<file path="src/rtl/hazard_stall_controller.sv">
// Load-use / branch / memory-wait stall and flush control for the 5-stage pipe.
// Also keeps saturating perf counters and a sticky memory-timeout flag.
module hazard_stall_controller #(
  parameter int CNT_W       = 16,
  parameter int MEM_TIMEOUT = 64
) (
  input  logic             clk,
  input  logic             rst,
  input  logic [4:0]       IF_ID_rs1,
  input  logic [4:0]       IF_ID_rs2,
  input  logic             IF_ID_usesRs2,
  input  logic [4:0]       ID_EX_rd,
  input  logic             ID_EX_memRead,
  input  logic             EX_branchTaken,
  input  logic             EX_MEM_memAccess,
  input  logic             dmem_ready,
  input  logic             counter_clr,
  output logic             PC_write,
  output logic             IF_ID_write,
  output logic             IF_ID_flush,
  output logic             ID_EX_bubble,
  output logic             pipe_hold,
  output logic             mem_timeout,
  output logic [CNT_W-1:0] loaduse_stalls,
  output logic [CNT_W-1:0] branch_flushes,
  output logic [CNT_W-1:0] mem_wait_cycles
);

  typedef enum logic {RUN, MEM_WAIT} state_e;

  localparam logic [7:0]       WMAX = 8'(MEM_TIMEOUT);
  localparam logic [CNT_W-1:0] CMAX = {CNT_W{1'b1}};

  state_e           state_q, state_d;
  logic [7:0]       wait_q, wait_d;
  logic             tmo_q, tmo_d;
  logic [CNT_W-1:0] lu_q, lu_d;
  logic [CNT_W-1:0] br_q, br_d;
  logic [CNT_W-1:0] mw_q, mw_d;

  logic mem_stall, load_use;
  logic rule_mem, rule_br, rule_lu;

  assign mem_stall = EX_MEM_memAccess & ~dmem_ready;
  assign load_use  = ID_EX_memRead & (ID_EX_rd != 5'd0) &
                     ((ID_EX_rd == IF_ID_rs1) |
                      (IF_ID_usesRs2 & (ID_EX_rd == IF_ID_rs2)));

  // Reset forces the pipe into a flushed, frozen-PC state.
  always_comb begin
    PC_write     = 1'b1;
    IF_ID_write  = 1'b1;
    IF_ID_flush  = 1'b0;
    ID_EX_bubble = 1'b0;
    pipe_hold    = 1'b0;
    rule_mem     = 1'b0;
    rule_br      = 1'b0;
    rule_lu      = 1'b0;
    priority case (1'b1)
      rst: begin
        PC_write     = 1'b0;
        IF_ID_write  = 1'b0;
        IF_ID_flush  = 1'b1;
        ID_EX_bubble = 1'b1;
      end
      mem_stall: begin
        PC_write    = 1'b0;
        IF_ID_write = 1'b0;
        pipe_hold   = 1'b1;
        rule_mem    = 1'b1;
      end
      EX_branchTaken: begin
        IF_ID_flush  = 1'b1;
        ID_EX_bubble = 1'b1;
        rule_br      = 1'b1;
      end
      load_use: begin
        PC_write     = 1'b0;
        IF_ID_write  = 1'b0;
        ID_EX_bubble = 1'b1;
        rule_lu      = 1'b1;
      end
      default: ;
    endcase
  end

  always_comb begin
    state_d = state_q;
    wait_d  = wait_q;
    unique case (state_q)
      RUN: begin
        if (mem_stall) begin
          state_d = MEM_WAIT;
          wait_d  = 8'd1;
        end
      end
      MEM_WAIT: begin
        if (mem_stall) begin
          wait_d = (wait_q >= WMAX) ? WMAX : wait_q + 8'd1;
        end else begin
          state_d = RUN;
          wait_d  = 8'd0;
        end
      end
      default: begin
        state_d = RUN;
        wait_d  = 8'd0;
      end
    endcase
    tmo_d = tmo_q | (wait_d == WMAX);
  end

  always_comb begin
    lu_d = lu_q;
    br_d = br_q;
    mw_d = mw_q;
    if (counter_clr) begin
      lu_d = '0;
      br_d = '0;
      mw_d = '0;
    end else begin
      if (rule_lu && lu_q != CMAX) lu_d = lu_q + 1'b1;
      if (rule_br && br_q != CMAX) br_d = br_q + 1'b1;
      if (rule_mem && mw_q != CMAX) mw_d = mw_q + 1'b1;
    end
  end

  always_ff @(posedge clk or posedge rst) begin
    if (rst) begin
      state_q <= RUN;
      wait_q  <= 8'd0;
      tmo_q   <= 1'b0;
      lu_q    <= '0;
      br_q    <= '0;
      mw_q    <= '0;
    end else begin
      state_q <= state_d;
      wait_q  <= wait_d;
      tmo_q   <= tmo_d;
      lu_q    <= lu_d;
      br_q    <= br_d;
      mw_q    <= mw_d;
    end
  end

  assign mem_timeout     = tmo_q;
  assign loaduse_stalls  = lu_q;
  assign branch_flushes  = br_q;
  assign mem_wait_cycles = mw_q;

endmodule
</file>
<file path="config.mk">
export PLATFORM = sky130hd
export DESIGN_NAME = hazard_stall_controller
export DESIGN_NICKNAME = d
export VERILOG_FILES = /design/src/rtl/hazard_stall_controller.sv
export SDC_FILE = /design/constraint.sdc
export NUM_CORES = 1
export LEC_CHECK = 0
export ABC_AREA = 1
export BUFFER_PORTS_ARGS = -buffer_cell sky130_fd_sc_hd__buf_2
export CAP_MARGIN = 10
export CORE_ASPECT_RATIO = 0.9
export CORE_MARGIN = 3
export CORE_UTILIZATION = 40
export DETAILED_ROUTE_END_ITERATION = 8
export HOLD_SLACK_MARGIN = 0.15
export PLACE_DENSITY = 0.68
export SLEW_MARGIN = 15
export SYNTH_ARGS = -nofsm -noshare
export SYNTH_HDL_FRONTEND = slang
export SYNTH_SLANG_ARGS = --single-unit
</file>
<file path="constraint.sdc">
create_clock -name clk -period 3.8 [get_ports clk]
set_clock_uncertainty 0.05 [all_clocks]
set_input_delay 0.38 -clock clk [delete_from_list [all_inputs] [get_ports clk]]
set_output_delay 0.38 -clock clk [all_outputs]
set_load 0.02 [all_outputs]
</file>
## Yosys cells after proc, flatten, opt, wreduce, memory -nomap -nowiden

Cells that the tools add are included.

- Register bits after elaboration: 58
- Output and inout port bits: 54
- Logic and storage cells: 59

- Add/sub/neg operators: 4
- Magnitude comparators: 1
- Equality and inequality tests: 6
- Mux-type cells: 27
- Bitwise logic cells: 8
- Reduce and logical (&&, ||, !) cells: 7

Operators with widths:

| cell | number |
|---|---|
| $mux 16 | 6 |
| $add 16x1->16 const B | 3 |
| $ne 16x16->1 const B | 3 |
| $mux 8 | 3 |
| $mux 1 | 17 |
| $pmux 8 s2 | 1 |
| $eq 5x5->1 | 2 |
| $add 8x1->8 const B | 1 |
| $eq 8x7->1 const B | 1 |
| $ge 8x7->1 const B | 1 |
| $reduce_bool 2->1 | 3 |
| $reduce_bool 5->1 | 1 |
| $and 1x1->1 | 4 |
| $logic_and 1x1->1 | 3 |
| $not 1->1 | 2 |
| $or 1x1->1 | 2 |

## Longest topological paths before layout

Gate-level depths: netlist (run 1).

- Depth in word-level cells: 11
- Gate-level depth with buffers: 12

## Worst setup path after synthesis (run 1)

OpenSTA, ideal clock, no wires.

- Path kind: input -> output
- Start point: in rst
- End point: out ID_EX_bubble
- Arrival: 2812 ps
- Data required time: 3370 ps
- Slack: 558 ps
- Stages on the path: 3
- Path buffers: 0
- Cell sequence: inv_1 -> o21ai_0 -> a31o_2

- Longest elaborated chain between the ends: 1

RTL lines:

| element | RTL line | text |
|---|---|---|
| start, declared | 8 | `input logic rst,` |
| $mux 1 | 59 | `priority case (1'b1)` |
| end, declared | 21 | `output logic ID_EX_bubble,` |

No other way between the ends.

## Worst setup path after layout (run 1)

Ends and elaborated chain as after synthesis.

==> results.sh, run 1 <==
export IMPL_status="complete, no violations"
export IMPL_fin_crit_sh=0.6436
export IMPL_cpMostUsedCell="buf_2"
export IMPL_grt_use_met1=0.2472
export IMPL_ant_nets=0
export IMPL_setup_viol=0
export IMPL_hold_path_depth=2
export IMPL_routabilityCongestion=0.8568
export IMPL_n_antenna_cell=0
export IMPL_clk_pin_slew_worst_paths_ps=70
export IMPL_wire_per_inst_um=12.47
export IMPL_worstHoldStart="counter_clr"
export IMPL_via_count=3590
export IMPL_slew_headroom=0.6541
export IMPL_drt_initial_drc_count=126
export IMPL_syn_inst=529
export IMPL_report_power_total_mw=1.376
export IMPL_r2r_start="mem_wait_cycles[0]"
export IMPL_drc=0
export IMPL_worstHoldPathType="primary input to flip-flop"
export IMPL_seq_area_frac_synth=0.3891
export IMPL_clock_path_buffers=2
export IMPL_synth_top_cell_by_area="dfrtp_1"
export IMPL_area_growth_pct=18.25
export IMPL_cts_buffers=9
export IMPL_timing_fmax_mhz=408.9
export IMPL_fp_dieArea_um2=10520
export IMPL_dr_pass1_iters=4
export IMPL_tns_ps=0
export IMPL_initial_core_util=0.4234
export IMPL_grt_pass1_wl_um=15500
export IMPL_cts_tree="done"
export IMPL_crit_path_start_kind="primary input"
export IMPL_power_leakage_nw=2.391
export IMPL_power_density_nw_per_um2=312.1
export IMPL_mappedNetlistArea_um2=3730
export IMPL_coreArea_um2=8808
export IMPL_htree_levels=3
export IMPL_wirelength_um=9088
export IMPL_nFillCells=911
export IMPL_layout_cells_non_filler=729
export IMPL_clk_latency_ps=340
export IMPL_pre_cts_slack_ps=1739
export IMPL_grt_max_degree=41
export IMPL_hold_viol=0
export IMPL_port_buffers=76
export IMPL_dp_hpwl_um=6780
export IMPL_syn_avg_cell_area_um2=7.051
export IMPL_ios=77
export IMPL_worstPathArrival_ps=2020
export IMPL_numClockSinks=58
export IMPL_die_w_um=107.8
export IMPL_grt_busiest_layer="met2"
export IMPL_dieHeight_um=97.61
export IMPL_synth_area_leaders="dfrtp_1, nand2_1, nand3_1"
export IMPL_synth_common_cells="nand2_1, inv_1, nand3_1"
export IMPL_cp_num_buf_inv=4
export IMPL_slew_violations=0
export IMPL_synth_edff_count=0
export IMPL_path_delay_family="buffers and inverters"
export IMPL_synth_most_common_cell="nand2_1"
export IMPL_peakVddDrop_v=0.0001443
export IMPL_drv_cap=0
export IMPL_row_count=32
export IMPL_grt_pass1_vias=3350
export IMPL_crit_path_end_kind="primary output"
export IMPL_grt_ovfl_total=0
export IMPL_grt_total_usage=0.1809
export IMPL_via_per_inst=4.925
export IMPL_dp_cells=712
export IMPL_rr_worst_depth=8
export IMPL_post_dp_cell_area_um2=4182
export IMPL_seq_area_um2=1451
export IMPL_synth_top_area_share=0.3891
export IMPL_critical_path_class="primary input to primary output"
export IMPL_crit_slowest_cell="dlygate4sd3_1"
export IMPL_synthFlopType="dfrtp_1"
export IMPL_use_met3=0.04452
export IMPL_cts_root_buf="clkbuf_8"
export IMPL_crit_start="rst"
export IMPL_utilization=0.5007
export IMPL_critPathMaxFanout=22
export IMPL_crit_path_cell_trace="dlygate4sd3_1, buf_2, inv_2, o21ai_0, a31o_2, buf_2"
export IMPL_rsz0062_at_grt="no"
export IMPL_fin_area_um2=4410
export IMPL_nets=632
export IMPL_worst_slew_pin_slew_ps=518.2
export IMPL_ys_types=32
export IMPL_ys_seq_elements=58
export IMPL_yosys_warnings=0
export IMPL_drive_above_1_share=0.1918
export IMPL_cts_repair_resized=0
export IMPL_period_needed_ps=2446
export IMPL_critPathRequiredTime_ps=3370
export IMPL_grtUsageMet2=0.2835
export IMPL_worst_path_stages=6
export IMPL_multi_input_area_um2=1867
export IMPL_synth_async_reset_ratio=1.000
export IMPL_antenna_found_initial=0
export IMPL_hold_slack_ps=374.8
export IMPL_slowest_delay_ps=530
export IMPL_synth_net_count=556
export IMPL_worst_slack_ps=1354
## what timing repair did
action | 4_1_cts | 5_1_grt
buffers inserted | 0 | 0
hold buffers | 1 | 0
endpoints found under the hold margin | 18 | 0
## kinds of logic (layout without fill, tap and decap cells)
family | after synthesis | in the layout | synth area share
AO/OA/AOI/OAI | 43 | 43 | 0.06273
XOR/XNOR | 27 | 27 | 0.06340
adder cells (fa/ha/maj) | 4 | 4 | 0.01342
buffers and inverters | 98 | 179 | 0.1104
flip-flops | 58 | 58 | 0.3891
AND/OR/NAND/NOR | 299 | 299 | 0.3609
## path summary, 6_finish.rpt
check | slack, ps | end
worst max-delay path | 1350 | ID_EX_bubble
worst min-delay path | 370 | mem_wait_cycles[0]
worst max register to register | 1750 | mem_wait_cycles[6]
worst min register to register | 440 | mem_timeout
max in group asynchronous | 2270 | branch_flushes[10]
min in group asynchronous | 570 | wait_q[6]
## metal layers
metal	vias up	wire length, um
li1	1832	-
met1	1658	4256
met2	89	4315
met3	11	418
met4	0	98
met5	-	0
## flip-flops by register name, summed over array words and instances (netlist names)
name / count
branch_flushes: 16
loaduse_stalls: 16
mem_wait_cycles: 16
wait_q: 8
mem_timeout: 1
state_q: 1
## final cells by class
type                    count  share of cell area
clock buffers              11             0.03206
clock inverters             5             0.01759
inverters                  83             0.07064
multi-input cells         373              0.4233
flip-flops and latches     58              0.3291
well taps                 119             0.03376
repair buffers             80             0.09362
## power by group
group / switching, mW / internal, mW / total (mW)
sequential: 0.00634 / 0.623 / 0.629
clock: 0.248 / 0.385 / 0.633
combinational: 0.0800 / 0.0339 / 0.114
## cells in the final DEF (no fill, tap or decap), types with 2 or more instances in the layout
cell	count
a21oi_1	9
a22oi_1	2
buf_2	76
buf_4	3
bufinv_16	2
clkbuf_8	10
clkinv_2	2
dfrtp_1	58
ha_1	4
inv_1	75
inv_2	8
nand2_1	131
nand2_2	4
nand3_1	61
nand3_2	2
nand3b_1	2
nand4_1	14
nor2_1	55
nor2_2	4
nor2_4	2
nor3_1	19
nor4_1	3
o21ai_0	22
o21ai_1	4
o31ai_1	3
xnor2_1	7
xor2_1	20
## worst register-to-register path: stages, from the launching register on
cell,delay [ps]
dfrtp_1,410
ha_1,210
nand3_1,160
nor2_1,140
nand3_1,170
nand2_2,280
nand2_1,290
nand3_1,150
o21ai_1,70
Power figures use the tool's default switching activity.
==> run 2, diff against run 1 <==
PLACE_DENSITY = 0.71   (was 0.68)
clock period = 2.2 ns   (was 3.8 ns; I/O delays follow)
==> run 2 against run 1 <==
  * Largest power group is now registers
  * Critical path depth rose by 1
  * Wire length decreased by 1.9%
  * Via count is 0.70% lower
  * Sequential power increased by 73%
  * Design area grew 0.77%
  * Largest cell class unchanged
  * Final cell count is 0.41% higher
==> results.sh, run 2 (synthesis results as in run 1) <==
export IMPL_fp_dieArea_um2=10520
export IMPL_slowest_delay_ps=540
export IMPL_peakVddDrop_v=0.0003939
export IMPL_timing_fmax_mhz=506.3
export IMPL_numClockSinks=58
export IMPL_grt_total_usage=0.1756
export IMPL_coreArea_um2=8808
export IMPL_drc=0
export IMPL_nets=635
export IMPL_critPathRequiredTime_ps=1930
export IMPL_clk_latency_ps=340
export IMPL_cts_tree="done"
export IMPL_grt_pass1_wl_um=15260
export IMPL_ios=77
export IMPL_dieHeight_um=97.61
export IMPL_setup_viol=0
export IMPL_row_count=32
export IMPL_rr_worst_depth=8
export IMPL_drive_above_1_share=0.1990
export IMPL_cts_buffers=9
export IMPL_critical_path_class="primary input to primary output"
export IMPL_nFillCells=883
export IMPL_cp_num_buf_inv=6
export IMPL_wire_per_inst_um=12.18
export IMPL_die_w_um=107.8
export IMPL_power_leakage_nw=2.401
export IMPL_port_buffers=76
export IMPL_area_growth_pct=19.15
export IMPL_hold_viol=0
export IMPL_crit_path_cell_trace="dlygate4sd3_1, buf_2, clkinvlp_4, buf_4, nand3_1, inv_1, buf_2"
export IMPL_dp_cells=715
export IMPL_n_antenna_cell=0
export IMPL_status="complete, no violations"
export IMPL_crit_slowest_cell="dlygate4sd3_1"
export IMPL_grt_max_degree=33
export IMPL_cts_setup_buffers=0
export IMPL_initial_core_util=0.4234
export IMPL_antenna_found_initial=0
export IMPL_reg2reg_slack_ps=290
export IMPL_slew_headroom=0.6242
export IMPL_final_common_cell="nand2_1"
export IMPL_clock_path_buffers=2
export IMPL_fin_crit_sh=0.8979
export IMPL_drv_cap=0
export IMPL_via_count=3565
export IMPL_grt_pass1_vias=3316
export IMPL_tns_ps=0
export IMPL_htree_levels=3
export IMPL_via_per_inst=4.870
export IMPL_r2r_end="branch_flushes[15]"
export IMPL_crit_end="PC_write"
export IMPL_routabilityCongestion=0.8465
export IMPL_ant_nets=0
export IMPL_cts_root_buf="clkbuf_8"
export IMPL_dr_pass1_iters=4
export IMPL_r2r_start="branch_flushes[0]"
export IMPL_worstPathArrival_ps=1710
export IMPL_crit_path_start_kind="primary input"
export IMPL_worst_path_stages=7
export IMPL_clk_pin_slew_worst_paths_ps=70
export IMPL_crit_start="rst"
export IMPL_worstHoldPathType="primary input to flip-flop"
export IMPL_power_density_nw_per_um2=534.3
export IMPL_final_cell_mix="nand2_1, buf_2, inv_1"
export IMPL_slew_violations=0
export IMPL_wirelength_um=8916
export IMPL_critPathMaxFanout=23
export IMPL_path_delay_family="buffers and inverters"
export IMPL_dp_hpwl_um=6596
export IMPL_worst_slew_pin_slew_ps=563.1
export IMPL_layout_cells_non_filler=732
export IMPL_cpMostUsedCell="buf_2"
export IMPL_period_needed_ps=1975
export IMPL_hold_path_depth=2
export IMPL_crit_path_end_kind="primary output"
export IMPL_drt_initial_drc_count=128
export IMPL_rsz0062_at_grt="no"
export IMPL_grt_ovfl_total=0
[run 2: cell count changes in the layout (fill, tap and decap cells not counted), sizes merged]
cell	before	now
bufinv	2	1
clkinv	2	0
inv	83	82
clkbuf	11	13
buf	79	82
clkinvlp	1	3
[run 2: final cells by class]
type / count / area, um2 / share of cell area
flip-flops and latches: 58 / 1451 / 0.3266
clock buffers: 13 / 178.9 / 0.04026
clock inverters: 3 / 45.04 / 0.01014
well taps: 119 / 148.9 / 0.03350
repair buffers: 83 / 435.4 / 0.09797
multi-input cells: 373 / 1869 / 0.4206
inverters: 83 / 315.3 / 0.07095
[run 2: per-layer routing]
metal / global-route usage / wire length (um) / vias up / share of wire
li1: - / - / 1847 / -
met1: 0.2344 / 4102 / 1628 / 0.46
met2: 0.2811 / 4289 / 82 / 0.48
met3: 0.04319 / 444 / 8 / 0.050
met4: 0.05243 / 79 / 0 / 0.0089
met5: 0 / 0 / - / 0
[run 2: power breakdown]
group,switching [mW],internal [mW],leakage (nW),total [mW]
clock network,0.440,0.647,0.108,1.09
logic,0.139,0.0622,1.49,0.201
registers,0.0104,1.08,0.800,1.09
total,0.590,1.78,2.40,2.37
[run 2: worst min path at each step]
stage / from / endpoint / slack, ps
after floorplan: rst / branch_flushes[0] / 270
after detailed placement: rst / wait_q[5] / 90
after global routing: counter_clr / branch_flushes[0] / 240
final: counter_clr / branch_flushes[0] / 210
after CTS: counter_clr / branch_flushes[0] / 200
after global placement: rst / wait_q[5] / 90
[run 2: metrics by stage]
step           hold slack [ps]  instance area, um2  power (mW)    util  setup slack (ps)
2_1_floorplan            274.8                3734       1.243       -             18.32
3_3_place_gp             92.53                4208       1.301  0.4777             303.6
3_5_place_dp             92.95                4208       1.306  0.4777             202.3
4_1_cts                  195.9                4442       2.403  0.5043             182.1
5_1_grt                  238.5                4444       2.461  0.5045             44.88
6_report                 206.0                4444       2.375  0.5045             224.7
[run 2: timing repair]
| action | 4_1_cts | 5_1_grt |
|---|---|---|
| gates resized for setup | 0 | 1 |
| hold endpoints to repair | 58 | 0 |
| setup endpoints to repair | 0 | 7 |
| hold buffers | 1 | 0 |
==> run 3, diff against run 2 <==
--- a/constraint.sdc
+++ b/constraint.sdc
@@ -4,2 +4,2 @@
 set_output_delay 0.22 -clock clk [all_outputs]
-set_load 0.02 [all_outputs]
+set_load 0.01 [all_outputs]
==> run 3 against run 2 <==
  * Sequential share of layout area is 0.28 points higher
  * Die area is the same
  * Critical path type unchanged
  * Highest routed layer unchanged
  * Register-to-register slack barely moved
  * Wire length rose by 2.9%
==> results.sh, run 3 (synthesis results as in run 1) <==
export IMPL_status="complete, no violations"
export IMPL_power_leakage_nw=2.390
export IMPL_coreArea_um2=8808
export IMPL_rr_worst_depth=8
export IMPL_cts_tree="done"
export IMPL_cts_setup_buffers=0
export IMPL_clk_latency_ps=340
export IMPL_nets=635
export IMPL_ant_nets=0
export IMPL_setup_viol=0
export IMPL_numClockSinks=58
export IMPL_critPathMaxFanout=29
export IMPL_ios=77
export IMPL_worstHoldStart="counter_clr"
export IMPL_clk_pin_slew_worst_paths_ps=70
export IMPL_peakVddDrop_v=0.0003631
export IMPL_fin_crit_sh=0.9248
export IMPL_crit_slowest_cell="dlygate4sd3_1"
export IMPL_cts_buffers=9
export IMPL_pre_cts_slack_ps=197.8
export IMPL_fp_dieArea_um2=10520
export IMPL_cpMostUsedCell="buf_2"
export IMPL_tns_ps=0
export IMPL_grt_pass1_wl_um=15770
export IMPL_wirelength_um=9177
export IMPL_reg2reg_slack_ps=280
export IMPL_timing_fmax_mhz=491.5
export IMPL_drc=0
export IMPL_via_per_inst=4.986
export IMPL_cts_root_buf="clkbuf_8"
export IMPL_crit_path_end_kind="primary output"
export IMPL_worstPathArrival_ps=1760
export IMPL_antenna_found_initial=0
export IMPL_nFillCells=887
export IMPL_slew_headroom=0.6238
export IMPL_grt_pass1_vias=3396
export IMPL_period_needed_ps=2035
export IMPL_rsz0062_at_grt="no"
export IMPL_critPathRequiredTime_ps=1930
export IMPL_r2r_start="mem_wait_cycles[0]"
export IMPL_slowest_delay_ps=550
export IMPL_drv_cap=0
export IMPL_power_density_nw_per_um2=503.4
export IMPL_multi_input_area_um2=1869
export IMPL_via_count=3650
export IMPL_final_cell_mix="nand2_1, buf_2, inv_1"
export IMPL_area_growth_pct=18.15
export IMPL_crit_path_start_kind="primary input"
export IMPL_row_count=32
export IMPL_crit_path_cell_trace="dlygate4sd3_1, buf_2, clkinvlp_4, buf_6, o21ai_0, a31o_2, buf_2"
export IMPL_die_w_um=107.8
export IMPL_htree_levels=3
export IMPL_initial_core_util=0.4234
export IMPL_routabilityCongestion=0.8470
export IMPL_seq_area_um2=1451
export IMPL_wire_per_inst_um=12.54
export IMPL_r2r_end="mem_wait_cycles[7]"
export IMPL_worstHoldPathType="primary input to flip-flop"
export IMPL_grt_max_degree=33
export IMPL_hold_viol=0
export IMPL_hold_path_depth=2
export IMPL_port_buffers=76
export IMPL_clock_path_buffers=2
export IMPL_dr_pass1_iters=4
export IMPL_final_common_cell="nand2_1"
export IMPL_grt_ovfl_total=0
export IMPL_worst_slew_pin_slew_ps=563.7
export IMPL_whs_endpoint="mem_wait_cycles[0]"
export IMPL_n_antenna_cell=0
export IMPL_drt_initial_drc_count=81
export IMPL_critical_path_class="primary input to primary output"
export IMPL_worst_slack_ps=165.5
export IMPL_grt_total_usage=0.1819
export IMPL_dieHeight_um=97.61
export IMPL_drive_above_1_share=0.1958
export IMPL_dp_hpwl_um=6834
export IMPL_slew_violations=0
-- run 3: cell types whose count changed in the layout (fill, tap and decap cells not counted) --
| cell | previous run | this run |
|---|---|---|
| clkbuf_1 | 0 | 2 |
| clkinvlp_4 | 3 | 1 |
| clkbuf_8 | 13 | 12 |
| clkinv_2 | 0 | 2 |
| buf_6 | 0 | 1 |
| bufinv_16 | 1 | 0 |
| buf_4 | 6 | 5 |
-- run 3: layer usage --
metal / wire length, um / track usage / part of all wire
met1: 4166 / 0.2461 / 0.45
met3: 522 / 0.04120 / 0.057
met4: 49 / 0.05049 / 0.0053
met2: 4438 / 0.2916 / 0.48
met5: 0 / 0 / 0
-- run 3: timing repair --
item	in CTS	in global routing
endpoints found under the setup margin	0	8
resized for setup	0	2
hold endpoints to repair	26	0
hold buffers	1	0
-- run 3: where the power goes --
group | total, mW | internal, mW | switching [mW] | leakage (nW)
Clock | 0.937 | 0.499 | 0.438 | 0.0965
Sequential | 1.09 | 1.08 | 0.00990 | 0.800
Combinational | 0.196 | 0.0631 | 0.133 | 1.49
Total | 2.22 | 1.64 | 0.580 | 2.39
-- run 3: per-stage QoR --
stage / area, um2 / total power, mW / cells / util / hold WS [ps]
floorplan: 3734 / 1.236 / 529 / - / 274.8
CTS: 4400 / 2.236 / 732 / 0.4996 / 194.7
global placement: 4208 / 1.294 / 715 / 0.4777 / 295.2
global route: 4407 / 2.311 / 732 / 0.5003 / 229.3
finish: 4407 / 2.218 / 732 / 0.5003 / 199.8
detailed placement: 4208 / 1.301 / 715 / 0.4777 / 301.9
-- run 3: worst max-delay path by stage --
stage                            start             endpoint  slack (ps)  cells after the start
finish                             rst         ID_EX_bubble         170                      7
floorplan                          rst   branch_flushes[15]         130                      7
CTS                                rst         ID_EX_bubble          20                      7
global route         branch_flushes[0]   branch_flushes[13]          10                      8
detailed placement  mem_wait_cycles[0]   mem_wait_cycles[7]         200                      8
global placement    mem_wait_cycles[0]  mem_wait_cycles[15]         300                      8
-- run 3: cell type report --
type | count | area share
flip-flops and latches | 58 | 0.3294
clock inverters | 2 | 0.002271
well taps | 119 | 0.03379
clock buffers | 14 | 0.03918
inverters | 83 | 0.07155
multi-input cells | 373 | 0.4242
repair buffers | 83 | 0.09966
-- run 3: worst max-delay path, delay by kind of cell --
kind	cells	cell delay (ps)
compound gates	2	390
buf+inv	5	1150
